<file path="config.mk">
export PLATFORM = sky130hd
export DESIGN_NAME = rr_mux4_arb
export DESIGN_NICKNAME = d
export VERILOG_FILES = /design/src/rtl/rr_mux4_pkg.sv /design/src/rtl/mux4_1.sv /design/src/rtl/rr_mux4_arb.sv
export SDC_FILE = /design/constraint.sdc
export NUM_CORES = 1
export LEC_CHECK = 0
export BUFFER_PORTS_ARGS = -buffer_cell sky130_fd_sc_hd__buf_2
export CAP_MARGIN = 15
export CORE_UTILIZATION = 30
export DETAILED_ROUTE_END_ITERATION = 12
export GPL_TIMING_DRIVEN = 1
export PLACE_DENSITY = 0.52
export SLEW_MARGIN = 10
export SYNTH_ARGS = -nofsm -noshare
export SYNTH_HDL_FRONTEND = slang
export SYNTH_SLANG_ARGS = --single-unit
</file>
<file path="constraint.sdc">
create_clock -name clk -period 2.2 [get_ports clk]
set_input_delay 0.44 -clock clk [delete_from_list [all_inputs] [get_ports clk]]
set_output_delay 0.44 -clock clk [all_outputs]
set_load 0.02 [all_outputs]
</file>
<file path="src/rtl/rr_mux4_pkg.sv">
// rr_mux4_pkg: shared types and helpers for the rr_mux4_arb slice.
//   NCH        - number of arbitrated channels (fixed at 4)
//   ch_idx_t   - 2-bit channel index; wraps naturally mod 4
//   state_t    - output register occupancy (IDLE = empty, FULL = holding a word)
//   grant_t    - result of next_grant: found flag plus granted index
//   next_grant - circular first-set search of req starting at ptr
package rr_mux4_pkg;

  localparam int unsigned NCH = 4;

  typedef logic [1:0] ch_idx_t;

  typedef enum logic {
    IDLE = 1'b0,
    FULL = 1'b1
  } state_t;

  typedef struct packed {
    logic    found;
    ch_idx_t idx;
  } grant_t;

  // Search ptr, ptr+1, ... (mod 4); the first requesting channel wins.
  function automatic grant_t next_grant(input logic [NCH-1:0] req, input ch_idx_t ptr);
    grant_t  g;
    ch_idx_t cand;
    g = '0;
    for (int unsigned i = 0; i < NCH; i++) begin
      cand = ptr + ch_idx_t'(i);
      if (!g.found && req[cand]) begin
        g.found = 1'b1;
        g.idx   = cand;
      end
    end
    return g;
  endfunction

endpackage

</file>
<file path="src/rtl/mux4_1.sv">
// mux4_1: 4-to-1 selector for 2-bit channels.
//   A, B, C, D - channel inputs (select 0..3)
//   S          - select index
//   O          - selected channel, combinational
module mux4_1 (
  input  logic [1:0] A,
  input  logic [1:0] B,
  input  logic [1:0] C,
  input  logic [1:0] D,
  input  logic [1:0] S,
  output logic [1:0] O
);

  always_comb begin
    O = '0;
    case (S)
      2'd0: O = A;
      2'd1: O = B;
      2'd2: O = C;
      2'd3: O = D;
      default: O = '0;
    endcase
  end

endmodule

</file>
<file path="src/rtl/rr_mux4_arb.sv">
// rr_mux4_arb: round-robin arbiter over four W-bit channels feeding mux4_1,
// with a registered, valid/ready-handshaked output word.
//   clk, rst       - clock, synchronous active-high reset
//   req[3:0]       - per-channel request (bit0=A .. bit3=D)
//   A, B, C, D     - channel data
//   ack[3:0]       - one-hot, combinational; marks the channel captured this cycle
//   O, S           - registered data word and its source channel index
//   out_valid      - O/S hold a word not yet accepted downstream
//   out_ready      - downstream accepts O when high with out_valid
module rr_mux4_arb
  import rr_mux4_pkg::*;
#(
  parameter int unsigned W   = 2,
  parameter int unsigned NCH = 4
) (
  input  logic         clk,
  input  logic         rst,
  input  logic [3:0]   req,
  input  logic [W-1:0] A,
  input  logic [W-1:0] B,
  input  logic [W-1:0] C,
  input  logic [W-1:0] D,
  output logic [3:0]   ack,
  output logic [W-1:0] O,
  output logic [1:0]   S,
  output logic         out_valid,
  input  logic         out_ready
);

  state_t       r_state;
  ch_idx_t      r_ptr;
  ch_idx_t      r_sel;
  logic [W-1:0] r_data;

  grant_t       w_grant;
  ch_idx_t      w_gnt;
  logic [W-1:0] w_nxt_data;
  logic         w_full;
  logic         w_load;

  assign w_grant = next_grant(req, r_ptr);
  assign w_gnt   = w_grant.idx;
  assign w_full  = (r_state == FULL);

  // A slot is free when empty or when the held word leaves this cycle.
  assign w_load  = (~w_full | out_ready) & (|req) & ~rst;

  assign ack = w_load ? 4'(4'b0001 << w_gnt) : '0;

  mux4_1 u_mux (
    .A (A),
    .B (B),
    .C (C),
    .D (D),
    .S (w_gnt),
    .O (w_nxt_data)
  );

  always_ff @(posedge clk) begin
    if (rst) begin
      r_state <= IDLE;
      r_data  <= '0;
      r_sel   <= '0;
      r_ptr   <= '0;
    end else if (w_load) begin
      r_state <= FULL;
      r_data  <= w_nxt_data;
      r_sel   <= w_gnt;
      r_ptr   <= w_gnt + 2'd1;
    end else if (w_full && out_ready) begin
      r_state <= IDLE;
    end
  end

  assign O         = r_data;
  assign S         = r_sel;
  assign out_valid = w_full;

endmodule
</file>
==> results.sh, run 1 <==
export IMPL_worstPathCellList="buf_6 -> nor2b_4 -> a21boi_1 -> o32a_1 -> inv_2 -> ha_4 -> and2_4 -> buf_6"
export IMPL_gr_usage_met2_pct=23.69
export IMPL_synth_edf_count=0
export IMPL_synthAdderAreaFrac_pct=12.69
export IMPL_maxSlewViolCount=0
export IMPL_power_density_mw_per_mm2=753.0
export IMPL_finClkSkew_ns=0.001296
export IMPL_switching_power_w=0.0002232
export IMPL_ys_seq_area_share_pct=28.43
export IMPL_cts_htree_levels=1
export IMPL_synth_xor_area_share_pct=0
export IMPL_syn_nets=73
export IMPL_crit_family="compound AO/OA/AOI/OAI gates"
export IMPL_status="finished, final reports clean"
export IMPL_max_stage_delay_ns=0.42
export IMPL_finish_utilization_pct=51.48
export IMPL_clock_sinks=7
export IMPL_clock_path_buffers=2
export IMPL_synthMuxAreaShare_pct=2.030
export IMPL_crit_type="primary input to output pin"
export IMPL_clock_latency_ns=0.25
export IMPL_max_cap_violations=0
export IMPL_clk_pin_slew_ns=0.06
export IMPL_finalSetupViolCount=0
export IMPL_synthTopCellsByArea="dfxtp_1, ha_1, nand2b_1"
export IMPL_drcViolationCount=0
export IMPL_slew_headroom_pct=80.06
export IMPL_coreArea_mm2=0.001524
export IMPL_ant_nets=0
export IMPL_pwr_share_comb_pct=50.5
export IMPL_die_h_um=42.54
export IMPL_worst_slew_pin_slew_ns=0.2992
export IMPL_firstDrtPassIters=4
export IMPL_rows=14
export IMPL_peakVddDrop_mv=0.5099
export IMPL_finalHoldViolCount=0
export IMPL_grt_pass1_wl_um=1842
export IMPL_syn_area_um2=493.0
export IMPL_start_kind="primary input"
export IMPL_cp_max_fo=4
export IMPL_cts_root_buffer="clkbuf_4"
export IMPL_setup_tns_ns=0
export IMPL_drive_above_1_share_pct=56.32
export IMPL_port_buffers=23
export IMPL_path_common_cell="buf_6"
export IMPL_synth_seq_cells=7
export IMPL_synth_distinct_cells=22
export IMPL_diodes=0
export IMPL_critPathSlowestCell="o32a_1"
export IMPL_place_hpwl_um=889.1
export IMPL_seqPwrFrac_pct=29.2
export IMPL_synth_warning_count=0
export IMPL_syn2layout_area_growth_pct=59.14
export IMPL_ys_flop_type="dfxtp_1"
export IMPL_synthCells=53
export IMPL_cts_tree="done"
export IMPL_clock_power_share_pct=20.3
export IMPL_num_nets_final=108
export IMPL_grt_pass1_vias=466
export IMPL_syn_avg_cell_area_um2=9.301
export IMPL_synth_top_area_share_pct=28.43
export IMPL_met3_usage_pct=5.172
export IMPL_ys_async_sr_fraction_pct=0
export IMPL_dieArea_mm2=0.001809
export IMPL_via_count=497
export IMPL_grt_max_degree=12
export IMPL_fin_crit_ns=2.157
export IMPL_synth_compound_area_share_pct=19.04
export IMPL_start_util_pct=32.35
export IMPL_swShare_pct=37.79
export IMPL_ys_top_cells_by_count="dfxtp_1, ha_1, nand2b_1"
export IMPL_vias_per_cell=4.825
export IMPL_grtUsageMet1_pct=15.26
export IMPL_internal_power_w=0.0003675
export IMPL_post_route_period_util_pct=98.02
export IMPL_required_ns=1.76
export IMPL_grt_usage_pct=13.31
export IMPL_wl_um=1172
export IMPL_leakagePower_nw=0.3802
export IMPL_synth_top_cell_by_area="dfxtp_1"
export IMPL_grt_busiest_layer="met2"
export IMPL_max_freq_ghz=0.4637
export IMPL_antenna_found_initial=0
export IMPL_hold_class="primary input to flip-flop"
export IMPL_place_gp_congestion=0.7034
export IMPL_drtIter0Drc=5
export IMPL_dieWidth_um=42.54
export IMPL_crit_buf_inv=3
export IMPL_crit_path_end_kind="output pin"
export IMPL_synth_simple_area_share_pct=33.25
export IMPL_wl_per_cell_um=11.38
export IMPL_arrival_ns=1.72
export IMPL_synth_top_family_by_area="simple AND/OR/NAND/NOR gates"
export IMPL_io_pin_count=24
export IMPL_numCtsBuffers=3
export IMPL_grt_overflow_total=0
export IMPL_yosysMostFrequentCell="dfxtp_1"
[repair_timing]
action | in CTS | in global routing
resized for setup | 0 | 22
hold buffers | 0 | 0
endpoints found under the setup margin | 0 | 3
setup buffers | 0 | 5
[final timing paths]
check,start,endpoint,slack (ns),cells after the start
worst max-delay path,req[2],ack[1],0.04,8
worst min-delay path,A[0],O[0],0.45,3
worst max register to register,r_ptr[0],O[0],0.28,9
worst min register to register,O[1],O[1],0.46,2
[per-layer routing]
metal / up-vias / share of wire, % / routed length (um)
met2: 14 / 53 / 622
met1: 227 / 42 / 494
met4: 0 / 0 / 0
met3: 0 / 4.7 / 55
met5: - / 0 / 0
li1: 256 / - / -
[flip-flops by register name (all words and copies together), names as in the netlist]
| register | flops |
|---|---|
| r_ptr | 2 |
| S | 2 |
| O | 2 |
| out_valid | 1 |
[through the flow]
stage	hold WS, ns	cells	setup slack (ns)	area [um2]	power, W
2_1_floorplan	0.4734	53	0.2627	493.0	0.0003238
3_3_place_gp	0.4527	94	0.03878	639.4	0.0004000
3_5_place_dp	0.4526	94	0.004671	639.4	0.0004031
4_1_cts	0.4404	98	0.007347	666.9	0.0005265
5_1_grt	0.4453	103	-0.006981	784.5	0.0006345
6_report	0.4474	103	0.04345	784.5	0.0005907
[cell usage in the layout (no fill, tap or decap)]
cell	count
a21boi_1	1
a21o_1	2
a21oi_1	1
a222oi_1	2
and2_1	2
and2_4	2
buf_2	20
buf_4	8
buf_6	3
clkbuf_4	3
clkinv_2	1
dfxtp_1	7
ha_1	1
ha_2	2
ha_4	2
inv_1	2
inv_2	1
mux2i_1	1
nand2_1	3
nand2b_1	5
nor2_1	1
nor2b_1	2
nor2b_2	1
nor2b_4	1
nor3_2	1
nor3b_1	2
nor3b_2	1
nor3b_4	1
nor4_4	1
o211ai_1	2
o21ai_1	3
o22ai_2	1
o32a_1	1
[tightest hold or removal path, cell delays in order]
cell and delay (ns):
buf_2 0.08, o211ai_1 0.08, o21ai_1 0.07
[power groups by stage]
| stage | combinational [W] | sequential, W | clock (W) |
|---|---|---|---|
| after global routing | 0.000327 | 0.000176 | 0.000131 |
| after CTS | 0.000230 | 0.000172 | 0.000125 |
| after floorplan | 0.000130 | 0.000194 | 0 |
| after global placement | 0.000226 | 0.000174 | 0 |
| after detailed placement | 0.000230 | 0.000174 | 0 |
| final | 0.000298 | 0.000172 | 0.000120 |
[final cells by class]
type	count	area [um2]
multi-input combinational	42	391.6
inverter	3	11.26
timing repair buffer	31	193.9
fill	145	739.5
sequential	7	140.1
tap	16	20.02
clock inverter	1	5.005
clock buffer	3	22.52
[kinds of logic (layout without fill, tap and decap cells)]
family / after synthesis / count (layout)
and+or+nand+nor: 23 / 23
AOI/OAI and AO/OA: 13 / 13
DFF: 7 / 7
adders and majority gates: 5 / 5
buffers and inverters: 4 / 38
muxes: 1 / 1
No activity file was read; power rests on OpenSTA's default activity.
==> run 2: changes to the inputs <==
==> constraint.sdc (replaced) <==
create_clock -name clk -period 2.35 [get_ports clk]
set_input_delay 0.47 -clock clk [delete_from_list [all_inputs] [get_ports clk]]
set_output_delay 0.47 -clock clk [all_outputs]
set_load 0.02 [all_outputs]
==> run 2 against run 1 <==
- die area stayed put
- clock-buffer cell count unchanged
- first-iteration DRC count up 40%
- via count down 5.2%
- critical path depth is the same
- sequential power is 7% lower
- highest routed layer unchanged
==> results.sh, run 2 (same netlist as run 1, synthesis figures left out) <==
export IMPL_ant_nets=0
export IMPL_worst_slew_pin_slew_ns=0.5411
export IMPL_grt_max_degree=16
export IMPL_path_common_cell="buf_2"
export IMPL_cts_hold_buffers_added=0
export IMPL_start_util_pct=32.35
export IMPL_slew_headroom_pct=63.89
export IMPL_numCtsBuffers=3
export IMPL_die_h_um=42.54
export IMPL_rows=14
export IMPL_firstDrtPassIters=6
export IMPL_power_total_w=0.0004744
export IMPL_place_gp_congestion=0.6733
export IMPL_clk_pin_slew_ns=0.06
export IMPL_io_pin_count=24
export IMPL_crit_family="compound AO/OA/AOI/OAI gates"
export IMPL_worstPathCellList="buf_2 -> nor2b_1 -> a21boi_0 -> o32a_1 -> inv_1 -> ha_1 -> and2_1 -> buf_2"
export IMPL_cts_tree="done"
export IMPL_required_ns=1.88
export IMPL_syn2layout_area_growth_pct=32.23
export IMPL_diodes=0
export IMPL_clock_sinks=7
export IMPL_num_nets_final=101
export IMPL_critPathSlowestCell="o32a_1"
export IMPL_vias_per_cell=4.906
export IMPL_place_hpwl_um=803.5
export IMPL_cp_max_fo=4
export IMPL_placed_area_um2=624.3
export IMPL_cts_htree_levels=1
export IMPL_max_cap_violations=0
export IMPL_wl_per_cell_um=10.38
export IMPL_final_area_um2=651.9
export IMPL_post_cts_buffers=0
export IMPL_dieArea_mm2=0.001809
export IMPL_status="finished, final reports clean"
export IMPL_arrival_ns=1.78
export IMPL_rsz0062_at_grt="no"
export IMPL_nFillCells=164
export IMPL_final_cell_mix="buf_2, dfxtp_1, nand2b_1, ha_1"
export IMPL_mostFrequentLayoutCell="buf_2"
export IMPL_port_buffers=23
export IMPL_leakagePower_nw=0.3276
export IMPL_power_density_mw_per_mm2=727.7
export IMPL_drive_above_1_share_pct=37.50
export IMPL_grt_pass1_vias=412
export IMPL_setup_tns_ns=0
export IMPL_crit_buf_inv=3
export IMPL_hold_class="flip-flop to flip-flop"
export IMPL_maxSlewViolCount=0
export IMPL_antenna_found_initial=0
export IMPL_wl_um=996
export IMPL_finalSetupViolCount=0
export IMPL_post_route_period_util_pct=95.69
export IMPL_clock_path_buffers=2
export IMPL_coreArea_mm2=0.001524
export IMPL_drcViolationCount=0
export IMPL_finalHoldViolCount=0
export IMPL_cts_root_buffer="clkbuf_4"
export IMPL_dieWidth_um=42.54
export IMPL_finClkSkew_ns=0.01028
export IMPL_drtIter0Drc=7
export IMPL_pre_cts_ws_ns=0.1059
export IMPL_grt_overflow_total=0
export IMPL_cts_resized=0
export IMPL_post_route_worst_setup_slack_ns=0.1013
export IMPL_grt_pass1_wl_um=1738
export IMPL_finish_utilization_pct=42.78
export IMPL_max_freq_ghz=0.4447
export IMPL_start_kind="primary input"
export IMPL_crit_path_end_kind="output pin"
export IMPL_grt_usage_pct=12.61
export IMPL_crit_type="primary input to output pin"
export IMPL_peakVddDrop_mv=0.3999
export IMPL_max_stage_delay_ns=0.35
export IMPL_via_count=471
export IMPL_fin_crit_ns=2.249
export IMPL_clock_latency_ns=0.25
[run 2: path summary, 6_finish.rpt]
kind	from	end	slack (ns)	cells past startpoint
setup / recovery	req[2]	ack[1]	0.10	8
hold / removal	O[1]	O[1]	0.46	2
setup reg to reg	r_ptr[0]	O[0]	0.49	9
hold reg to reg	O[1]	O[1]	0.46	2
[run 2: worst min-delay path, stage by stage (launching register included)]
cell and delay, ns:
dfxtp_1 0.31, nand2b_1 0.06, o21ai_1 0.05
[run 2: routing by layer]
metal / vias up / GRT usage [%] / share of wire, %
met3: 0 / 4.310 / 4.9
met5: - / 0 / 0
met4: 0 / 3.750 / 0
met2: 13 / 20.62 / 47
met1: 214 / 15.57 / 48
li1: 244 / - / -
[run 2: metrics by stage]
stage / cells / hold slack (ns)
3_3_place_gp: 92 / 0.4525
4_1_cts: 96 / 0.4707
5_1_grt: 96 / 0.4883
3_5_place_dp: 92 / 0.4562
6_report: 96 / 0.4640
2_1_floorplan: 53 / 0.4734
[run 2: power breakdown]
group / internal [W] / switching [W] / total [W] / leakage, nW
Sequential: 0.000145 / 0.0000158 / 0.000160 / 0.0583
Combinational: 0.0000900 / 0.000117 / 0.000207 / 0.252
Clock: 0.0000622 / 0.0000451 / 0.000107 / 0.0177
Total: 0.000297 / 0.000178 / 0.000474 / 0.328
[run 2: layout make-up]
cell class	count	area [um2]	area share, %
Multi-Input combinational cell	42	330.3	50.67
Sequential cell	7	140.1	21.50
Timing Repair Buffer	24	122.6	18.81
Clock buffer	3	22.52	3.455
Tap cell	16	20.02	3.071
Inverter	3	11.26	1.727
Clock inverter	1	5.005	0.7678
==> run 3: changes to the inputs <==
--- a/config.mk
+++ b/config.mk
@@ -11,6 +11,7 @@
 export DETAILED_ROUTE_END_ITERATION = 12
 export GPL_TIMING_DRIVEN = 1
 export PLACE_DENSITY = 0.52
+export RECOVER_POWER = 100
 export SLEW_MARGIN = 10
 export SYNTH_ARGS = -nofsm -noshare
 export SYNTH_HDL_FRONTEND = slang
==> run 3 against run 2 <==
- die area did not move
- total power shrank 1.7%
- final cell count unchanged
- sequential cell count unchanged
- fmax rose by 1.1%
- combinational power decreased by 4%
- utilization decreased by 1.5 points
- critical path depth unchanged
- first-iteration DRC count up 29%
- global-route usage unchanged
- sequential power is essentially flat
- critical endpoint unchanged
==> results.sh, run 3 (same netlist as run 1, synthesis figures left out) <==
export IMPL_status="finished, final reports clean"
export IMPL_path_common_cell="buf_2"
export IMPL_critPathSlowestCell="o32a_1"
export IMPL_arrival_ns=1.75
export IMPL_via_count=465
export IMPL_grt_pass1_vias=412
export IMPL_stdcell_count=96
export IMPL_drtIter0Drc=9
export IMPL_peakVddDrop_mv=0.3918
export IMPL_max_cap_violations=0
export IMPL_ant_nets=0
export IMPL_pwr_share_comb_pct=42.5
export IMPL_worst_slew_pin_slew_ns=0.6126
export IMPL_firstDrtPassIters=5
export IMPL_clock_sinks=7
export IMPL_io_pin_count=24
export IMPL_crit_path_end_kind="output pin"
export IMPL_grt_usage_pct=12.61
export IMPL_clock_power_share_pct=23.0
export IMPL_swShare_pct=37.65
export IMPL_post_route_worst_setup_slack_ns=0.1259
export IMPL_dieArea_mm2=0.001809
export IMPL_rows=14
export IMPL_num_nets_final=101
export IMPL_syn2layout_area_growth_pct=27.67
export IMPL_max_stage_delay_ns=0.35
export IMPL_antenna_found_initial=0
export IMPL_seqPwrFrac_pct=34.5
export IMPL_leakagePower_nw=0.3035
export IMPL_grt_pass1_wl_um=1738
export IMPL_max_freq_ghz=0.4496
export IMPL_fin_crit_ns=2.224
export IMPL_cts_hold_buffers_added=0
export IMPL_finalHoldViolCount=0
export IMPL_cts_root_buffer="clkbuf_4"
export IMPL_setup_tns_ns=0
export IMPL_slew_headroom_pct=58.78
export IMPL_mostFrequentLayoutCell="buf_2"
export IMPL_cts_htree_levels=1
export IMPL_place_gp_congestion=0.6733
export IMPL_start_kind="primary input"
export IMPL_clock_path_buffers=2
export IMPL_wl_per_cell_um=10.26
export IMPL_final_cell_mix="buf_2, dfxtp_1, clkbuf_1"
export IMPL_die_h_um=42.54
export IMPL_place_inst=92
export IMPL_internal_power_w=0.0002906
export IMPL_clk_pin_slew_ns=0.06
export IMPL_drcViolationCount=0
export IMPL_numCtsBuffers=3
export IMPL_grt_overflow_total=0
export IMPL_finClkSkew_ns=0.01029
export IMPL_wl_um=985
export IMPL_maxSlewViolCount=0
export IMPL_vias_per_cell=4.844
export IMPL_place_hpwl_um=803.5
export IMPL_coreArea_mm2=0.001524
export IMPL_worstPathCellList="buf_2 -> nor2b_1 -> a21boi_0 -> o32a_1 -> inv_1 -> ha_1 -> and2_1 -> buf_2"
export IMPL_start_util_pct=32.35
export IMPL_crit_buf_inv=3
export IMPL_crit_type="primary input to output pin"
export IMPL_drive_above_1_share_pct=28.75
export IMPL_cts_tree="done"
export IMPL_finish_utilization_pct=41.30
export IMPL_port_buffers=23
export IMPL_power_density_mw_per_mm2=740.7
export IMPL_crit_family="compound AO/OA/AOI/OAI gates"
export IMPL_dieWidth_um=42.54
export IMPL_hold_class="primary input to flip-flop"
export IMPL_grt_max_degree=16
export IMPL_post_cts_buffers=0
export IMPL_switching_power_w=0.0001755
export IMPL_diodes=0
export IMPL_clock_latency_ns=0.25
export IMPL_pre_cts_ws_ns=0.1059
export IMPL_required_ns=1.88
export IMPL_cp_max_fo=4
export IMPL_post_route_period_util_pct=94.64
export IMPL_finalSetupViolCount=0
export IMPL_rsz0062_at_grt="no"
export IMPL_cts_resized=0
-- run 3: cell types whose count changed in the layout (fill, tap and decap cells not counted) --
cell	change
buf_2	-8
clkbuf_1	+6
clkbuf_2	+2
nor4_1	+1
nor4_4	-1
o21ai_0	+2
o21ai_1	-2
-- run 3: layout make-up --
cell class / instances / area (um2)
clock inverters: 1 / 5.005
fillers: 170 / 894.6
clock buffers: 3 / 22.52
multi-input cells: 42 / 315.3
repair buffers: 24 / 115.1
flip-flops and latches: 7 / 140.1
well taps: 16 / 20.02
inverters: 3 / 11.26
-- run 3: power groups by stage --
stage	Sequential (W)	Combinational (W)	Clock, W
6_report	0.000161	0.000198	0.000107
5_1_grt	0.000164	0.000224	0.000120
4_1_cts	0.000161	0.000210	0.000111
3_5_place_dp	0.000162	0.000209	0
3_3_place_gp	0.000163	0.000209	0
2_1_floorplan	0.000181	0.000122	0
-- run 3: per-stage QoR --
step	area (um2)	hold slack [ns]	total power, W
6_report	629.4	0.4672	0.0004662
5_1_grt	629.4	0.5032	0.0005072
4_1_cts	651.9	0.4707	0.0004822
3_5_place_dp	624.3	0.4562	0.0003712
3_3_place_gp	624.3	0.4525	0.0003718
2_1_floorplan	493.0	0.4734	0.0003031
-- run 3: per-layer routing --
| metal | track usage (%) | routed length (um) | vias up |
|---|---|---|---|
| met2 | 20.62 | 464 | 13 |
| met1 | 15.57 | 475 | 209 |
| met3 | 4.310 | 45 | 0 |
| li1 | - | - | 243 |
| met4 | 3.750 | 0 | 0 |
| met5 | 0 | 0 | - |
-- run 3: worst register-to-register path: stages (launching register included) --
cell	delay, ns
dfxtp_1	0.32
nor2b_1	0.17
nor3b_1	0.07
o22ai_1	0.24
inv_1	0.11
ha_1	0.24
a222oi_1	0.32
nand2_1	0.09
o211ai_1	0.10
o21ai_0	0.10
-- run 3: worst paths after layout --
| path | startpoint | to | slack, ns | depth (start not counted) |
|---|---|---|---|---|
| setup reg to reg | r_ptr[0] | O[0] | 0.47 | 9 |
| hold reg to reg | S[0] | S[0] | 0.47 | 2 |
| setup / recovery | req[2] | ack[1] | 0.13 | 8 |
| hold / removal | A[1] | O[1] | 0.47 | 3 |
